**src/rtl/muldiv_seq_if.sv**
```systemverilog
// muldiv_seq_if: request/response bundle between pipeline control and the
// iterative multiply/divide unit.
//   start/op/a/b : request (op 00 MULTU, 01 MULT, 10 DIVU, 11 DIV)
//   cancel       : abort the operation in flight (exception flush)
//   busy/done    : status; done is a one-cycle pulse with hi/lo/div_zero valid
//   hi/lo        : 64-bit result (product, or remainder/quotient)
interface muldiv_seq_if;
  logic        start;
  logic [1:0]  op;
  logic [31:0] a;
  logic [31:0] b;
  logic        cancel;
  logic        busy;
  logic        done;
  logic        div_zero;
  logic [31:0] hi;
  logic [31:0] lo;

  modport master (output start, op, a, b, cancel,
                  input  busy, done, div_zero, hi, lo);
  modport slave  (input  start, op, a, b, cancel,
                  output busy, done, div_zero, hi, lo);
endinterface

```
**src/rtl/muldiv_seq.sv**
```systemverilog
// muldiv_seq: 32-bit iterative MULT/MULTU/DIV/DIVU, one add/sub step per cycle.
// Fixed latency: PREP (1) + RUN (32) + FIX (1), then a one-cycle DONE pulse.
//   i_clk   : clock, rising edge
//   i_rst_n : asynchronous active-low reset
//   bus     : muldiv_seq_if.slave (request, cancel, status, hi/lo result)
module muldiv_seq (
  input  logic          i_clk,
  input  logic          i_rst_n,
  muldiv_seq_if.slave   bus
);
  typedef enum logic [2:0] {S_IDLE, S_PREP, S_RUN, S_FIX, S_DONE} state_t;

  state_t      r_state, w_next;
  logic [1:0]  r_op;
  logic [31:0] r_a, r_b;          // operands as captured (raw bits)
  logic [31:0] r_opa, r_opb;      // working magnitudes, shifted during RUN
  logic [63:0] r_acc;             // mul: product; div: {rem, quot}
  logic [4:0]  r_cnt;
  logic        r_neg_res, r_neg_rem;
  logic [31:0] r_hi, r_lo;
  logic        r_div_zero;
  logic        w_busy, w_done;

  // Signed ops work on magnitudes; 0x80000000 stays 0x80000000 as unsigned.
  wire         w_sgn   = r_op[0];
  wire         w_is_div = r_op[1];
  wire  [31:0] w_mag_a = (w_sgn && r_a[31]) ? (~r_a + 32'd1) : r_a;
  wire  [31:0] w_mag_b = (w_sgn && r_b[31]) ? (~r_b + 32'd1) : r_b;

  // Multiply step: conditional add into upper half with carry, then shift right.
  wire  [32:0] w_mul_sum = {1'b0, r_acc[63:32]} + (r_opb[0] ? {1'b0, r_opa} : 33'd0);
  wire  [63:0] w_mul_acc = {w_mul_sum, r_acc[31:1]};

  // Restoring divide step: dividend bits enter from r_opa MSB. rem < divisor
  // keeps the shifted remainder below 2^33, so the 33-bit sign is exact.
  wire  [32:0] w_rem_sh  = {r_acc[63:32], r_opa[31]};
  wire  [32:0] w_diff    = w_rem_sh - {1'b0, r_opb};
  wire         w_ge      = ~w_diff[32];
  wire  [63:0] w_div_acc = {(w_ge ? w_diff[31:0] : w_rem_sh[31:0]), r_acc[30:0], w_ge};

  // Sign fix-up, modulo 2^64 / 2^32.
  wire  [63:0] w_prod = r_neg_res ? (~r_acc + 64'd1) : r_acc;
  wire  [31:0] w_quot = r_neg_res ? (~r_acc[31:0] + 32'd1) : r_acc[31:0];
  wire  [31:0] w_rem  = r_neg_rem ? (~r_acc[63:32] + 32'd1) : r_acc[63:32];

  // State register
  always_ff @(posedge i_clk or negedge i_rst_n) begin
    if (!i_rst_n) r_state <= S_IDLE;
    else          r_state <= w_next;
  end

  // Next-state logic; cancel overrides everything
  always_comb begin
    w_next = r_state;
    if (bus.cancel) w_next = S_IDLE;
    else begin
      case (r_state)
        S_IDLE:  if (bus.start) w_next = S_PREP;
        S_PREP:  w_next = S_RUN;
        S_RUN:   if (r_cnt == 5'd31) w_next = S_FIX;
        S_FIX:   w_next = S_DONE;
        S_DONE:  w_next = bus.start ? S_PREP : S_IDLE;
        default: w_next = S_IDLE;
      endcase
    end
  end

  // Status outputs decode straight from the state register
  always_comb begin
    w_busy = (r_state == S_PREP) || (r_state == S_RUN) || (r_state == S_FIX);
    w_done = (r_state == S_DONE);
  end

  // Datapath
  always_ff @(posedge i_clk or negedge i_rst_n) begin
    if (!i_rst_n) begin
      r_op <= '0; r_a <= '0; r_b <= '0; r_opa <= '0; r_opb <= '0;
      r_acc <= '0; r_cnt <= '0; r_neg_res <= 1'b0; r_neg_rem <= 1'b0;
      r_hi <= '0; r_lo <= '0; r_div_zero <= 1'b0;
    end else if (!bus.cancel) begin
      case (r_state)
        S_IDLE, S_DONE: begin
          // div_zero is only meaningful alongside done
          r_div_zero <= 1'b0;
          if (bus.start) begin
            r_op <= bus.op;
            r_a  <= bus.a;
            r_b  <= bus.b;
          end
        end
        S_PREP: begin
          r_opa     <= w_mag_a;
          r_opb     <= w_mag_b;
          r_neg_res <= w_sgn & (r_a[31] ^ r_b[31]);
          r_neg_rem <= w_sgn & r_a[31];
          r_acc     <= '0;
          r_cnt     <= '0;
        end
        S_RUN: begin
          r_cnt <= r_cnt + 5'd1;
          if (w_is_div) begin
            r_acc <= w_div_acc;
            r_opa <= {r_opa[30:0], 1'b0};
          end else begin
            r_acc <= w_mul_acc;
            r_opb <= {1'b0, r_opb[31:1]};
          end
        end
        S_FIX: begin
          if (w_is_div && (r_b == 32'd0)) begin
            r_hi       <= r_a;
            r_lo       <= 32'hFFFF_FFFF;
            r_div_zero <= 1'b1;
          end else if (w_is_div) begin
            r_hi       <= w_rem;
            r_lo       <= w_quot;
            r_div_zero <= 1'b0;
          end else begin
            r_hi       <= w_prod[63:32];
            r_lo       <= w_prod[31:0];
            r_div_zero <= 1'b0;
          end
        end
        default: ;
      endcase
    end
  end

  assign bus.busy     = w_busy;
  assign bus.done     = w_done;
  assign bus.div_zero = r_div_zero;
  assign bus.hi       = r_hi;
  assign bus.lo       = r_lo;
endmodule

```
**src/flat_wrapper.sv**
```systemverilog
// flat-port wrapper written by rule: the top's interface ports become plain ports
module muldiv_seq_flat 
  (i_clk, i_rst_n, bus_start, bus_op, bus_a, bus_b, bus_cancel, bus_busy, bus_done, bus_div_zero, bus_hi, bus_lo);
  muldiv_seq_if bus_i ();
  input  logic i_clk;
  input  logic i_rst_n;
  input wire logic [$bits(bus_i.start)-1:0] bus_start;
  input wire logic [$bits(bus_i.op)-1:0] bus_op;
  input wire logic [$bits(bus_i.a)-1:0] bus_a;
  input wire logic [$bits(bus_i.b)-1:0] bus_b;
  input wire logic [$bits(bus_i.cancel)-1:0] bus_cancel;
  output wire logic [$bits(bus_i.busy)-1:0] bus_busy;
  output wire logic [$bits(bus_i.done)-1:0] bus_done;
  output wire logic [$bits(bus_i.div_zero)-1:0] bus_div_zero;
  output wire logic [$bits(bus_i.hi)-1:0] bus_hi;
  output wire logic [$bits(bus_i.lo)-1:0] bus_lo;
  assign bus_i.start = bus_start;
  assign bus_i.op = bus_op;
  assign bus_i.a = bus_a;
  assign bus_i.b = bus_b;
  assign bus_i.cancel = bus_cancel;
  assign bus_busy = bus_i.busy;
  assign bus_done = bus_i.done;
  assign bus_div_zero = bus_i.div_zero;
  assign bus_hi = bus_i.hi;
  assign bus_lo = bus_i.lo;
  muldiv_seq u_core (.i_clk(i_clk), .i_rst_n(i_rst_n), .bus(bus_i));
endmodule
```
**config.mk**
```make
export PLATFORM = sky130hd
export DESIGN_NAME = muldiv_seq_flat
export DESIGN_NICKNAME = d
export VERILOG_FILES = /design/src/rtl/muldiv_seq_if.sv /design/src/rtl/muldiv_seq.sv /design/src/flat_wrapper.sv
export SDC_FILE = /design/constraint.sdc
export NUM_CORES = 1
export LEC_CHECK = 0
export BUFFER_PORTS_ARGS = -buffer_cell sky130_fd_sc_hd__buf_2
export CORE_MARGIN = 2
export CORE_UTILIZATION = 55
export DETAILED_ROUTE_END_ITERATION = 16
export GPL_TIMING_DRIVEN = 0
export PLACE_DENSITY_LB_ADDON = 0.12
export SKIP_CTS_REPAIR_TIMING = 1
export SYNTH_ARGS = -nofsm -noshare
export SYNTH_HDL_FRONTEND = slang
export SYNTH_SLANG_ARGS = --single-unit
```
**constraint.sdc**
```tcl
create_clock -name i_clk -period 4.1 [get_ports i_clk]
set_clock_uncertainty 0.2 [all_clocks]
set_input_delay 0.615 -clock i_clk [delete_from_list [all_inputs] [get_ports i_clk]]
set_output_delay 0.615 -clock i_clk [all_outputs]
set_load 0.01 [all_outputs]
```
Word level (Yosys, flattened, before mapping)
Cells that the tools add are included.
- output and inout bits: 67
- bits of input ports: 70
- register bits: 269
- word-level logic and storage cells: 83
- mux-type cells: 25
- add/sub/neg operators: 8
- reductions and logical operators: 18
- equality and inequality tests: 9
- bitwise operators: 10
- operator list (kind ; number):
    two-way mux 32 bit ; 12
    adder 32 x 1 -> 32 bit (second input constant) ; 4
    two-way mux 64 bit ; 2
    NOT 32 bit ; 4
    case mux 32 bit (2 select lines) ; 2
    case mux 64 bit (2 select lines) ; 1
    adder 64 x 1 -> 64 bit (second input constant) ; 1
    NOT 64 bit ; 1
    adder 32 x 33 -> 33 bit ; 1
    subtractor 33 x 32 -> 33 bit ; 1
    zero test 32 bit ; 1
    case mux 3 bit (5 select lines) ; 1
    case mux 5 bit (2 select lines) ; 1
    AND reduction 2 bit ; 5
    two-way mux 3 bit ; 3
    AND reduction 3 bit ; 3
    equality test 3 x 2 -> 1 bit (second input constant) ; 2
    adder 5 x 1 -> 5 bit (second input constant) ; 1
    equality test 5 bit (second input constant) ; 1
    nonzero test 2 bit ; 2
    equality test 3 x 1 -> 1 bit (second input constant) ; 1
    equality test 3 bit (second input constant) ; 1
    logical AND 1 bit ; 3
    zero test 3 bit ; 1
    other kinds (11) ; 15

Depth between registers and ports, before layout
Gate-level depths: netlist of the first run.
- word-level depth: 5
- depth in mapped cells: 14
- depth with buffers taken out: 13

Least setup slack after synthesis of the first run
Ideal clock, no wire load.
- kind: register -> register
- from: register u_core.r_opb[0]
- to: register u_core.r_acc[59]
- data arrival time: 3.223 ns
- cell stages (with the launch flop): 15
- slack: 0.534 ns
- required time: 3.758 ns
- library setup time: 0.142 ns
- buffers on the path: 1
- period minus slack after synthesis: 3.566 ns
- cell sequence: dfrtp_1 -> clkbuf_1 -> and2_1 -> ha_1 -> inv_1 -> fa_1 -> nand2b_1 -> a21o_1 -> a21boi_0 -> o211ai_1 -> a41o_1 -> o21ai_0 -> a41o_1 -> xnor2_1 -> o221ai_1
- cells in the longest elaborated chain, start to end: 4
- elaborated cells between the ends (all ways): 6
- classes of those cells: 2 x add/sub; 4 x mux
- ends and longest elaborated chain (element ; RTL line ; text):
    from (decl) ; muldiv_seq.sv:16 ; logic [31:0] r_opa, r_opb;
    from (signal assigned) ; muldiv_seq.sv:93 ; r_opb <= w_mag_b;
    from (signal assigned) ; muldiv_seq.sv:106 ; r_opb <= {1'b0, r_opb[31:1]};
    two-way mux 32 bit / subtractor 33 x 32 -> 33 bit (equally long branches) ; muldiv_seq.sv:31, muldiv_seq.sv:37 ;
    adder 32 x 33 -> 33 bit / two-way mux 32 bit (equally long branches) ; muldiv_seq.sv:31, muldiv_seq.sv:39 ;
    two-way mux 64 bit * ; muldiv_seq.sv:101 ; if (w_is_div) begin
    case mux 64 bit (2 select lines) * ; muldiv_seq.sv:81 ; case (r_state)
    to (signal assigned) ; muldiv_seq.sv:102 ; r_acc <= w_div_acc;
    to (signal assigned) ; muldiv_seq.sv:105 ; r_acc <= w_mul_acc;
    to (decl) ; muldiv_seq.sv:17 ; logic [63:0] r_acc;
Every way passes the cells marked *; elsewhere a longest branch is shown, timed or not.
A chain may end at the register's enable or synchronous reset.

Final worst setup path of the first run
- from: register u_core.r_acc[52]
- to: register u_core.r_acc[46]
- cells in the longest elaborated chain, start to end: 4
- ends and longest elaborated chain (element ; RTL line ; text):
    subtractor 33 x 32 -> 33 bit ; muldiv_seq.sv:37 ; wire [32:0] w_diff = w_rem_sh - {1'b0, r_opb};
    two-way mux 32 bit ; muldiv_seq.sv:39 ; wire [63:0] w_div_acc = {(w_ge ? w_diff[31:0] : w_rem_sh[31:0]), r_acc[30:0], w_ge};
    two-way mux 64 bit ; muldiv_seq.sv:101 ;
    case mux 64 bit (2 select lines) ; muldiv_seq.sv:81 ;
Every way passes these cells.

==> flow_metrics.py, run 1 <==
metrics = {
    "clocking": {
        "cts_buffer_depth": 3,
        "clock_sink_count": 269,
        "cts_root_buffer": "clkbuf_16",
        "cts_tree": "built",
        "clock_latency_ns": 0.59,
        "cts-buffers-inserted": 31,
        "path_clk_slew_ns": 0.06,
        "cts_max_level": 1,
    },
    "synthesis": {
        "synthDominantCellAreaShare_pct": 36.6,
        "synth_seq_cells": 269,
        "yosys_warnings": 0,
        "synth_ff_type": "dfrtp_1",
        "synth_nets": 2297,
        "synth_area_leaders": "dfrtp_1 (37%), o21ai_0 (5.9%), a21oi_1 (5.3%)",
        "ys_seq_area_share_pct": 36.6,
        "syn_area_um2": 18400,
        "syn_inst": 2154,
        "yosysMostFrequentCell": "dfrtp_1",
        "synthArstFlopShare_pct": 100,
        "yosysTopAreaCell": "dfrtp_1",
        "synth_commonest_cells": "dfrtp_1 (269), nand2_1 (257), o21ai_0 (215)",
        "ys_types": 82,
        "syn_area_per_cell_um2": 8.53,
        "synth_edf_count": 0,
    },
    "power_and_ir_drop": {
        "irDropWorstVdd_v": 0.000462,
        "powerDensity_nw_per_um2": 812,
        "power.leakage_nw": 9.47,
        "total_power_mw": 17.0,
    },
    "grt": {
        "grt_pass1_vias": 16600,
        "grt-ovfl-total": 0,
        "antenna_found_initial": 4,
        "grt_start_max_net_pins": 116,
        "grt_pass1_wl_um": 96600,
        "track_usage_pct": 35.4,
    },
    "placed_design": {
        "placed_area_um2": 19700,
        "dp_hpwl_um": 48400,
        "place_ws_ns": -0.814,
        "place.gp.congestion": 0.997,
        "port_buffers": 136,
    },
    "flow_run": {
        "maxCapViolCount": 0,
    },
    "die": {
        "core_area_um2": 32700,
        "die_y_um": 187,
        "row_count": 66,
        "die_w_um": 187,
        "die-area_um2": 34900,
        "initial_core_util_pct": 56.2,
        "ios": 137,
    },
    "timing": {
        "finalHoldViolCount": 0,
        "finalCriticalPeriod_ns": 3.99,
        "setup-tns-final_ns": 0,
        "setup_ws_ns": 0.113,
        "setup_viol": 0,
        "hold_slack_ns": 0.0501,
        "relSlewSlack_pct": 31.6,
        "tightestPinTransition_ns": 1.02,
        "maxSlewViolCount": 0,
        "rsz0062_at_grt": "false",
        "fin_crit_sh_pct": 97.2,
        "max_freq_mhz": 251,
    },
    "drt": {
        "ant_nets": 0,
        "wl_um": 63100,
        "routed_via_density": 6.25,
        "wl_per_cell_um": 22.5,
        "vias": 17500,
        "drtPass1Iterations": 7,
        "drc": 0,
        "drtIter0Drc": 1780,
    },
    "critical_path": {
        "crit_path_end_kind": "flip-flop",
        "arrival_ns": 4.26,
        "startpoint_type": "flip-flop",
        "worst-path-max-fanout": 9,
        "worstPathRequired_ns": 4.37,
        "crit_type": "reg2reg",
    },
    "layout": {
        "finalNetCount": 2474,
        "num_antenna_cells": 0,
        "final_layout_size_suffix_gt1_share_pct": 13.0,
        "final_area_um2": 20900,
        "area_delta_synth_final_pct": 13.6,
        "n_fill_cell": 2893,
    },
    "hold_path": {
        "holdCritPathClass": "in2reg",
    },
    "status": {
        "status": "finished clean",
    },
}
==> cell type report <==
type,instances,area [um2],share of cell area (%)
plain buffers,123,498,2.39
repair buffers,144,795,3.81
flip-flops and latches,269,6730,32.3
inverters,64,240,1.15
multi-input cells,1698,11000,52.5
clock buffers,37,848,4.06
well taps,442,553,2.65
clock inverters,21,256,1.23
==> state kept, by name, indices dropped and copies added, names as in the netlist <==
register and count:
u_core.r_acc 64, u_core.bus.hi 32, u_core.bus.lo 32, u_core.r_a 32, u_core.r_b 32, u_core.r_opa 32, u_core.r_opb 32, u_core.r_cnt 5
u_core.r_state 3, u_core.r_op 2, u_core.bus.div_zero 1, u_core.r_neg_rem 1, u_core.r_neg_res 1
==> cell families after synthesis <==
group	Yosys count	share of synthesized area, %
flops	269	36.6
mux	119	6.91
xor+xnor	157	7.48
buf+inv	187	4.01
compound gates	673	22.6
simple gates	676	17.3
fa+ha+maj	73	5.05
==> worst max-delay path: stages (launching register included) <==
cell and delay [ns]:
dfrtp_1 0.74, ha_1 0.34, clkbuf_1 0.19, a21oi_1 0.40, o211ai_1 0.16, a21boi_0 0.24, o41a_1 0.36, or3_1 0.16
buf_2 0.17, nand3_1 0.31, a211o_1 0.40, a32o_1 0.20
==> per-layer routing <==
metal  vias to the layer above  global-route usage (%)  routed length, um
met5                         -                       0                 14
met4                         2                    12.8               2430
met3                       139                    5.32               5460
met2                       811                    57.4              28800
met1                      8410                    48.4              26300
li1                       8123                       -                  -
==> metrics by stage <==
stage	util [%]	cells
after floorplan	-	2154
after global placement	60.0	2732
after detailed placement	60.2	2735
after CTS	63.6	2793
after global routing	63.8	2798
final	63.8	2798
==> path summary, 6_finish.rpt <==
path                                  startpoint               end  slack (ns)  cells after the start
worst max-delay path            u_core.r_acc[52]  u_core.r_acc[46]        0.11                     11
worst min-delay path                    bus_b[1]     u_core.r_b[1]        0.05                      3
worst max register to register  u_core.r_acc[52]  u_core.r_acc[46]        0.11                     11
worst min register to register  u_core.bus.hi[8]  u_core.bus.hi[8]        0.28                      2
max in group asynchronous                i_rst_n   u_core.r_opb[0]        1.89                      4
min in group asynchronous                i_rst_n  u_core.r_acc[13]        0.37                      2
==> layout by cell type, fill, tap and decap left out, types with 29 or more instances in the layout <==
master and n:
a21oi_1 193, and2_1 38, o31ai_1 51, buf_2 139
xor2_1 83, xnor2_1 74, mux2_2 62, dfrtp_1 267
nand3_1 32, o21ai_0 213, or3_1 32, clkbuf_1 107
nor3_1 36, nand2_1 257, a31oi_1 29, inv_1 61
clkbuf_16 31, ha_1 71, mux2i_1 57, nor2_1 169
==> where the power goes <==
group	total (mW)	switching [mW]	internal (mW)
clock network	3.00	1.20	1.79
registers	4.82	1.31	3.51
logic	9.13	5.55	3.59
total	17.0	8.06	8.89
No activity file was read; power rests on OpenSTA's default activity.
==> run 2, diff against run 1 <==
- ABC_AREA: default -> 1
- CORE_UTILIZATION: 55 -> 30
- GPL_TIMING_DRIVEN: 0 -> default
==> run 2 against run 1 <==
The flow now finishes with violations (negative hold slack). Critical path depth rose by 5. Cell area is 12% higher. Count of clock-buffer cells in the layout rose by 15. Fmax grew 17%. Register-to-register slack gained 0.59 ns. Combinational power up 42%. Wire length grew 33%. Cell count is 48% higher. Global-route usage down 12 points. Sequential share of layout area is 3.4 points lower. First-iteration DRC count decreased by 12%. Utilization decreased by 29 points. Critical path type unchanged. Critical endpoint is now u_core.r_acc[59].
==> flow_metrics.py, run 2 <==
metrics = {
    "layout": {
        "final_cell_mix": "nand2_1 (869), inv_1 (420), nor2_1 (355), dfrtp_1 (268), nand3_1 (243)",
        "fin_cells": 4136,
        "final_area_um2": 23300,
        "final_layout_size_suffix_gt1_share_pct": 9.60,
        "final_common_cell": "nand2_1",
        "finalNetCount": 3381,
        "largest_reg_flops": 64,
        "regMostFlops": "u_core.r_acc",
        "area_delta_synth_final_pct": 14.0,
    },
    "timing": {
        "rsz0062_at_grt": "false",
        "setup_viol": 0,
        "fin_crit_sh_pct": 82.8,
        "finalCriticalPeriod_ns": 3.39,
        "max_freq_mhz": 295,
        "hold_slack_ns": -0.0726,
        "setup_ws_ns": 0.705,
        "relSlewSlack_pct": 26.7,
        "finalHoldViolCount": 41,
        "tightestPinTransition_ns": 1.09,
        "maxSlewViolCount": 0,
        "setup-tns-final_ns": 0,
    },
    "die": {
        "core_area_um2": 67400,
        "die_y_um": 265,
        "initial_core_util_pct": 30.4,
        "die-area_um2": 70400,
        "die_w_um": 265,
        "ios": 137,
        "row_count": 95,
    },
    "grt": {
        "grt_pass1_wl_um": 126000,
        "track_usage_pct": 23.4,
        "antenna_found_initial": 2,
        "grt_start_max_net_pins": 104,
        "grt_pass1_vias": 20300,
        "grt-ovfl-total": 0,
    },
    "synthesis": {
        "synthAdderAreaFrac_pct": 4.53,
        "synthArstFlopShare_pct": 100,
        "synth-simple-area-share_pct": 32.6,
        "yosysTopAreaCell": "dfrtp_1",
        "synth_seq_cells": 269,
        "ys_types": 57,
        "synthMuxAreaShare_pct": 0.605,
        "synth_commonest_cells": "nand2_1 (869), inv_1 (420), nor2_1 (355)",
        "synth_xor_area_share_pct": 3.08,
        "synth_nets": 3265,
        "synthDominantCellAreaShare_pct": 32.9,
        "syn_area_um2": 20500,
        "synth_area_leaders": "dfrtp_1 (33%), nand2_1 (16%), inv_1 (7.7%)",
        "synth_edf_count": 0,
        "syn_area_per_cell_um2": 6.56,
        "synth_top_family_by_area": "simple AND/OR/NAND/NOR gates",
        "yosys_warnings": 0,
        "ys_seq_area_share_pct": 32.9,
        "syn_inst": 3122,
        "synth_compound_area_share_pct": 15.8,
        "synth_ff_type": "dfrtp_1",
        "yosysMostFrequentCell": "nand2_1",
    },
    "drt": {
        "vias": 21200,
        "routed_via_density": 5.13,
        "wl_um": 83600,
        "drc": 0,
        "drtIter0Drc": 1574,
        "drtPass1Iterations": 6,
        "wl_per_cell_um": 20.2,
        "ant_nets": 0,
    },
    "clocking": {
        "cts-buffers-inserted": 36,
        "clock_sink_count": 269,
        "clock_latency_ns": 0.55,
        "cts_tree": "built",
        "cts_max_level": 2,
        "cts_root_buffer": "clkbuf_16",
        "cts_buffer_depth": 3,
        "path_clk_slew_ns": 0.06,
    },
    "power_and_ir_drop": {
        "power.leakage_nw": 12.1,
        "internal_power_mw": 9.81,
        "p_sw_share_pct": 54.1,
        "p_clk_share_pct": 15.3,
        "powerDensity_nw_per_um2": 916,
        "combPwrFrac_pct": 61.0,
        "p_switching_mw": 11.6,
        "irDropWorstVdd_v": 0.000508,
        "p_seq_share_pct": 23.7,
    },
    "status": {
        "status": "finished with violations",
        "violations": "negative hold slack",
    },
    "flow_run": {
        "maxCapViolCount": 0,
    },
    "critical_path": {
        "timing.rr.start": "u_core.r_opb[0]",
        "worstPathRequired_ns": 4.39,
        "arrival_ns": 3.68,
        "r2r-end": "u_core.r_acc[59]",
        "slowest_stage": "o21ai_0",
        "cp_slowest_stage_delay_ns": 0.68,
        "crit_path_end_kind": "flip-flop",
        "reg2reg_slack_ns": 0.71,
        "worst_r2r_path_depth": 16,
        "startpoint_type": "flip-flop",
        "worst-path-max-fanout": 7,
        "crit_type": "reg2reg",
        "cp_cell_sequence": "nand2_1 -> inv_1 -> ha_1 -> inv_1 -> fa_1 -> o21ai_0 -> nand2_1 -> nand2_1 -> nand2_1 -> nand2_1 -> nand3_1 -> a21oi_1 -> nor2_1 -> nor2_1 -> nand2_1 -> nand2_1",
        "path_common_cell": "nand2_1",
    },
    "placed_design": {
        "dp_hpwl_um": 66500,
        "place_ws_ns": 0.826,
        "placed_area_um2": 22100,
        "port_buffers": 136,
        "placedCellCount": 4073,
        "place.gp.congestion": 0.937,
    },
    "hold_path": {
        "holdCritPathClass": "in2async",
    },
}
run 2: per-stage QoR:
step / utilization [%] / total power, mW
after floorplan: - / 13.5
after global placement: 32.9 / 18.0
after detailed placement: 32.9 / 18.1
after CTS: 34.6 / 21.4
after global routing: 34.6 / 23.2
final: 34.6 / 21.4
run 2: critical path: cells and delay by family (launching register included):
family          cells  cell delay (ns)
simple gates       10             1.16
compound gates      2             0.83
fa+ha+maj           2             0.57
flops               1             0.45
buf+inv             2             0.12
run 2: how the worst max path moves through the flow:
stage,end,startpoint,depth (start not counted)
after floorplan,u_core.r_acc[59],u_core.r_opb[0],18
after global placement,u_core.r_acc[63],u_core.r_acc[32],18
after detailed placement,u_core.r_acc[59],u_core.r_opa[0],16
after CTS,u_core.r_acc[59],u_core.r_opb[0],16
after global routing,u_core.r_acc[59],u_core.r_opb[0],16
final,u_core.r_acc[59],u_core.r_opb[0],16
run 2: area by class of cell:
type                       count  area [um2]
antenna                        1        2.50
clock buffer                  52        1070
clock inverter                10         125
fill                        7403       44100
inverter                     434        1640
multi-input combinational   2316       11600
sequential                   269        6730
tap                          873        1090
timing repair buffer         181        1050
run 2: layer usage:
layer  GRT usage (%)  vias up  part of all wire, %
met3            2.37      117                  4.0
met1            31.6    10200                   46
met4            6.26        0                  2.7
li1                -    10400                    -
met5               0        -                    0
met2            39.8      527                   47
run 2: cells by family (layout without fill, tap and decap cells):
family          Yosys count  in the layout
fa+ha+maj                73             73
simple gates           1593           1593
mux                      11             11
flops                   269            269
compound gates          567            567
buf+inv                 537            677
other cells               0              1
xor+xnor                 72             72
run 2: power groups by stage:
stage / clock network [mW] / registers [mW] / logic [mW]
after detailed placement: 0 / 5.10 / 13.0
after global routing: 3.45 / 5.18 / 14.6
after floorplan: 0 / 4.66 / 8.87
after CTS: 3.36 / 5.06 / 13.0
after global placement: 0 / 5.08 / 13.0
final: 3.27 / 5.07 / 13.0
